==> src/rtl/cordic_vectoring_iter.sv <==
// cordic_vectoring_iter
//   Iterative vectoring-mode CORDIC. Converts one signed I/Q sample into a
//   binary phase angle and an uncorrected magnitude (scaled by the CORDIC
//   gain K ~ 1.6468), one micro-rotation per clock.
//
// Ports
//   clock    rising-edge system clock
//   reset    synchronous, active-high
//   i_valid  upstream sample valid
//   o_ready  sample can be accepted (IDLE only)
//   i_I/i_Q  signed in-phase / quadrature sample, IQ_W bits
//   o_valid  result valid, held until i_ready
//   i_ready  downstream accepts the result
//   o_angle  signed phase, 2^ANG_W LSB = 360 deg
//   o_mag    unsigned magnitude * K, IQ_W+2 bits
//   o_busy   high while rotating or holding a result
module cordic_vectoring_iter #(
  parameter int IQ_W   = 8,
  parameter int ANG_W  = 16,
  parameter int N_ITER = 8
) (
  input  logic                    clock,
  input  logic                    reset,
  input  logic                    i_valid,
  output logic                    o_ready,
  input  logic signed [IQ_W-1:0]  i_I,
  input  logic signed [IQ_W-1:0]  i_Q,
  output logic                    o_valid,
  input  logic                    i_ready,
  output logic signed [ANG_W-1:0] o_angle,
  output logic        [IQ_W+1:0]  o_mag,
  output logic                    o_busy
);

  // Three guard bits: the pre-rotation negates the inputs and the
  // rotations grow the vector by up to K*sqrt(2) < 4.
  localparam int XW = IQ_W + 3;

  localparam logic [1:0] ST_IDLE   = 2'd0;
  localparam logic [1:0] ST_ROTATE = 2'd1;
  localparam logic [1:0] ST_DONE   = 2'd2;

  localparam logic signed [ANG_W-1:0] ANG_90 = signed'(ANG_W'(1 << (ANG_W - 2)));
  localparam logic [3:0]              K_LAST = 4'(N_ITER - 1);

  // atan(2^-k) at 16-bit binary-angle scale, narrowed to ANG_W.
  function automatic logic signed [ANG_W-1:0] atan_tab(input logic [3:0] k);
    logic [15:0] t;
    case (k)
      4'd0:    t = 16'd8192;
      4'd1:    t = 16'd4836;
      4'd2:    t = 16'd2555;
      4'd3:    t = 16'd1297;
      4'd4:    t = 16'd651;
      4'd5:    t = 16'd326;
      4'd6:    t = 16'd163;
      4'd7:    t = 16'd81;
      4'd8:    t = 16'd41;
      4'd9:    t = 16'd20;
      4'd10:   t = 16'd10;
      4'd11:   t = 16'd5;
      4'd12:   t = 16'd3;
      4'd13:   t = 16'd1;
      4'd14:   t = 16'd1;
      default: t = 16'd0;
    endcase
    return signed'(ANG_W'(t >> (16 - ANG_W)));
  endfunction

  function automatic logic signed [XW-1:0] sext_iq(input logic signed [IQ_W-1:0] v);
    return {{3{v[IQ_W-1]}}, v};
  endfunction

  logic [1:0]              state;
  logic [3:0]              k;
  logic signed [XW-1:0]    x, y;
  logic signed [ANG_W-1:0] z;
  logic                    zero_in;

  logic signed [XW-1:0]    i_ext, q_ext;
  logic signed [XW-1:0]    pre_x, pre_y;
  logic signed [ANG_W-1:0] pre_z;
  logic signed [XW-1:0]    x_sh, y_sh;
  logic signed [XW-1:0]    x_nx, y_nx;
  logic signed [ANG_W-1:0] z_nx;
  logic                    load, step, last;

  assign o_ready = (state == ST_IDLE);
  assign o_busy  = (state != ST_IDLE);
  assign o_valid = (state == ST_DONE);

  assign load = (state == ST_IDLE) && i_valid;
  assign step = (state == ST_ROTATE);
  assign last = (k == K_LAST);

  assign i_ext = sext_iq(i_I);
  assign q_ext = sext_iq(i_Q);

  // Pre-rotation folds the left half-plane into the right half-plane so the
  // micro-rotations only have to cover +/-99.9 deg.
  always_comb begin
    pre_x = i_ext;
    pre_y = q_ext;
    pre_z = '0;
    if (i_I[IQ_W-1]) begin
      if (!i_Q[IQ_W-1]) begin
        pre_x = q_ext;
        pre_y = -i_ext;
        pre_z = ANG_90;
      end else begin
        pre_x = -q_ext;
        pre_y = i_ext;
        pre_z = -ANG_90;
      end
    end
  end

  // One micro-rotation driving y toward zero; both updates use the old x,y.
  always_comb begin
    x_sh = x >>> k;
    y_sh = y >>> k;
    if (!y[XW-1]) begin
      x_nx = x + y_sh;
      y_nx = y - x_sh;
      z_nx = z + atan_tab(k);
    end else begin
      x_nx = x - y_sh;
      y_nx = y + x_sh;
      z_nx = z - atan_tab(k);
    end
  end

  // Control and result registers.
  always_ff @(posedge clock) begin
    if (reset) begin
      state   <= ST_IDLE;
      k       <= 4'd0;
      o_angle <= '0;
      o_mag   <= '0;
    end else begin
      case (state)
        ST_IDLE: begin
          if (i_valid) begin
            k     <= 4'd0;
            state <= ST_ROTATE;
          end
        end
        ST_ROTATE: begin
          k <= k + 4'd1;
          if (last) begin
            state <= ST_DONE;
            // A zero vector has no direction; without this the y>=0 rule
            // would walk z up through the whole table.
            o_angle <= zero_in ? '0 : z_nx;
            o_mag   <= x_nx[IQ_W+1:0];
          end
        end
        ST_DONE: begin
          if (i_ready) state <= ST_IDLE;
        end
        default: state <= ST_IDLE;
      endcase
    end
  end

  // Working vector and angle accumulator.
  always_ff @(posedge clock) begin
    if (load) begin
      x       <= pre_x;
      y       <= pre_y;
      z       <= pre_z;
      zero_in <= (i_I == '0) && (i_Q == '0);
    end else if (step) begin
      x <= x_nx;
      y <= y_nx;
      z <= z_nx;
    end
  end

endmodule

==> config.mk <==
export PLATFORM = sky130hd
export DESIGN_NAME = cordic_vectoring_iter
export DESIGN_NICKNAME = d
export VERILOG_FILES = /design/src/rtl/cordic_vectoring_iter.sv
export SDC_FILE = /design/constraint.sdc
export NUM_CORES = 1
export LEC_CHECK = 0
export ABC_AREA = 1
export CAP_MARGIN = 20
export CORE_UTILIZATION = 56
export DETAILED_ROUTE_END_ITERATION = 7
export PLACE_DENSITY = 0.76
export SLEW_MARGIN = 20
export SYNTH_ARGS = -nofsm -noshare
export SYNTH_HDL_FRONTEND = slang
export SYNTH_SLANG_ARGS = --single-unit
==> constraint.sdc <==
create_clock -name clock -period 4.2 [get_ports clock]
set_clock_uncertainty 0.15 [all_clocks]
set_input_delay 0.84 -clock clock [delete_from_list [all_inputs] [get_ports clock]]
set_output_delay 0.84 -clock clock [all_outputs]
set_load 0.02 [all_outputs]
==> qor.txt <==
fraction of layout cells with a size suffix above 1 - 8.07%
Top Family by Delay on Critical Path - compound AO/OA/AOI/OAI gates
Root Driver - clkbuf_16
crit path DAT - 3.89 ns
critical path peak fanout - 11
DR iter-0 viols - 600
PwrDens - 832 nW/um^2
post-synthesis sequential area ratio - 28.7%
largest net degree at the start of global routing - 39
ys async rst share - 0%
CORE AREA - 12,700 um^2
Slew Viols, Final - 0
Slew @ Worst Pin - 0.573 ns
Total Neg Setup Slack - 0 ns
cell row count - 41
EDFF count, synth - 39
routed len/inst - 15.3 um
clk sink count - 85
antenna violation net count after detailed routing - 0
Post-DP HPWL - 14,900 um
Mapped Cells - 1,066
top cells by area, synth - edfxtp_1 (16%), nand2_1 (14%), dfxtp_1 (13%), ha_1 (8.6%), inv_1 (6.5%)
Num CTS Buffers - 9
most used cell, CP - o21ai_0
Worst Setup Start Kind - register
Final Cycle Share - 92.8%
maximum vdd drop - 0.502 mV
first-pass GRT wire length - 31,500 um
Vias/cell - 5.49
Detailed Routing Iterations Pass 1 - 5
initial antenna violation count - 0
GRT overflow - 0
hold slack - 0.313 ns
Area Growth Syn to Fin - 13.5%
most frequent cell after synthesis - nand2_1
RSZ-0062 raised after global routing - no
Syn Nets - 1,139
Max-cap violations - 0
Hold Vio Cnt, Final - 0
maximum clock rate - 257 MHz
yosys warns - 0
Final min period - 3.90 ns
residual DRC count - 0
worst hold path type - register to register
Clock H-tree levels - 3
biggest area consumer among synthesized cells - edfxtp_1
FF+latch count, synth - 85
Synth Flop Type - dfxtp_1
Via Count - 7,070
routed wire length - 19,600 um
max incr delay on CP - 0.58 ns
CTS tree - built
CP Capture Type - register
crit-path cells - inv_2, nor2_4, nand3_1, nand2_1, o21bai_2, inv_1, ha_1, inv_1, nor2_2, nand2_2, nor2_2, o21ai_0, o21ai_0, ha_1, a21oi_1, o21ai_0, a21oi_1, nor2_1, nor2_1, xor2_1, nand2_1, o41ai_1
gp weighted congestion - 0.935
Final setup viols - 0
IO Port Bufs - 48
Die Wd - 116 um
critical path class - register to register
clk_lat worst skew - 0.36 ns
Die Ht - 116 um
GRT Overall Usage - 30.5%
Lkg Pwr - 3.85 nW
Syn Std Cell Area - 7290 um^2
post-synth top area share - 16.1%
synth cell count leaders - nand2_1 (281), inv_1 (127), nor2_1 (92)
initial core utilization - 57.5%
number of global-route vias before repair - 6,231
WP data required - 4.19 ns
Reg clk slew, reported paths - 0.07 ns
Max-slew headroom - 61.7%
Avg Cell Area, Syn - 6.84 um^2
Max clock buf depth - 2
I/O pins - 49
status - completed
Yosys cell types - 56
FILL cells - 1,169
worst path bufs/invs - 3
diode count - 0
Net count, final - 1,183
Crit-path slowest cell - dfxtp_1
die area - 13,500 um^2
==> placed cells by master (no fill, tap or decap), drive strengths merged, types with 7 or more instances in the layout <==
| cell type | n |
|---|---|
| nor3 | 13 |
| xor2 | 26 |
| xnor2 | 14 |
| a31oi | 13 |
| edfxtp | 39 |
| nor2 | 112 |
| nand4 | 9 |
| buf | 20 |
| nand3 | 85 |
| a21oi | 75 |
| ha | 50 |
| clkdlybuf4s50 | 48 |
| o21ai | 68 |
| nand2 | 293 |
| inv | 136 |
| o211ai | 7 |
| dfxtp | 46 |
| clkbuf | 10 |
| or2 | 7 |
==> what timing repair did <==
action,4_1_cts,5_1_grt
endpoints found under the setup margin,0,4
gates resized for setup,0,2
buffers inserted,0,5
hold buffers,0,0
==> where the power goes <==
group	leakage, nW	switching (mW)	internal [mW]
registers	0.764	0.198	1.21
logic	2.93	2.90	1.68
clock network	0.160	0.359	0.542
total	3.85	3.45	3.43
==> worst reg2reg max path: stages (launching register included) <==
cell and delay, ns:
dfxtp_1 0.58, inv_2 0.19, nor2_4 0.29, nand3_1 0.11, nand2_1 0.07, o21bai_2 0.16
inv_1 0.08, ha_1 0.20, inv_1 0.07, nor2_2 0.05, nand2_2 0.08, nor2_2 0.05
o21ai_0 0.14, o21ai_0 0.10, ha_1 0.34, a21oi_1 0.15, o21ai_0 0.12, a21oi_1 0.21
nor2_1 0.07, nor2_1 0.12, xor2_1 0.20, nand2_1 0.08, o41ai_1 0.08
==> stage by stage <==
step                power (mW)  cells  utilization (%)  setup WS (ns)  cell area [um^2]
floorplan                 4.84   1066                -          0.877              7290
global placement          5.81   1266             62.4          0.427              7900
detailed placement        5.87   1266             62.4          0.250              7900
CTS                       6.81   1282             65.0          0.246              8230
global route              7.54   1287             65.3         0.0531              8270
finish                    6.89   1287             65.3          0.304              8270
==> cells by family after synthesis <==
logic type / after synthesis / share of synthesized area [%]
xor+xnor: 40 / 4.81
simple gates: 530 / 32.9
fa+ha+maj: 53 / 9.41
buf+inv: 169 / 9.55
flops: 85 / 28.7
compound gates: 189 / 14.6
==> metal layers <==
metal | vias up | wire length (um) | GRT usage [%]
met1 | 3173 | 9480 | 45.2
met5 | - | 0 | 0
met2 | 269 | 8220 | 44.2
met3 | 33 | 1550 | 5.65
li1 | 3595 | - | -
met4 | 0 | 394 | 10.2
==> path summary, 6_finish.rpt <==
| check | from | end | slack, ns | cells after the start |
|---|---|---|---|---|
| worst max-delay path | k[2] | x[7] | 0.30 | 22 |
| worst min register to register | o_angle[7] | o_angle[7] | 0.31 | 2 |
| worst min-delay path | o_angle[7] | o_angle[7] | 0.31 | 2 |
| worst max register to register | k[2] | x[7] | 0.30 | 22 |
==> cell type report <==
type / count / area, um^2 / share of cell area (%)
Clock buffer: 10 / 239 / 2.89
Inverter: 134 / 505 / 6.11
Timing Repair Buffer: 68 / 631 / 7.62
Clock inverter: 6 / 91.3 / 1.10
Sequential cell: 85 / 2090 / 25.3
Tap cell: 172 / 215 / 2.60
Multi-Input combinational cell: 812 / 4500 / 54.4
Power figures use the tool's default switching activity.
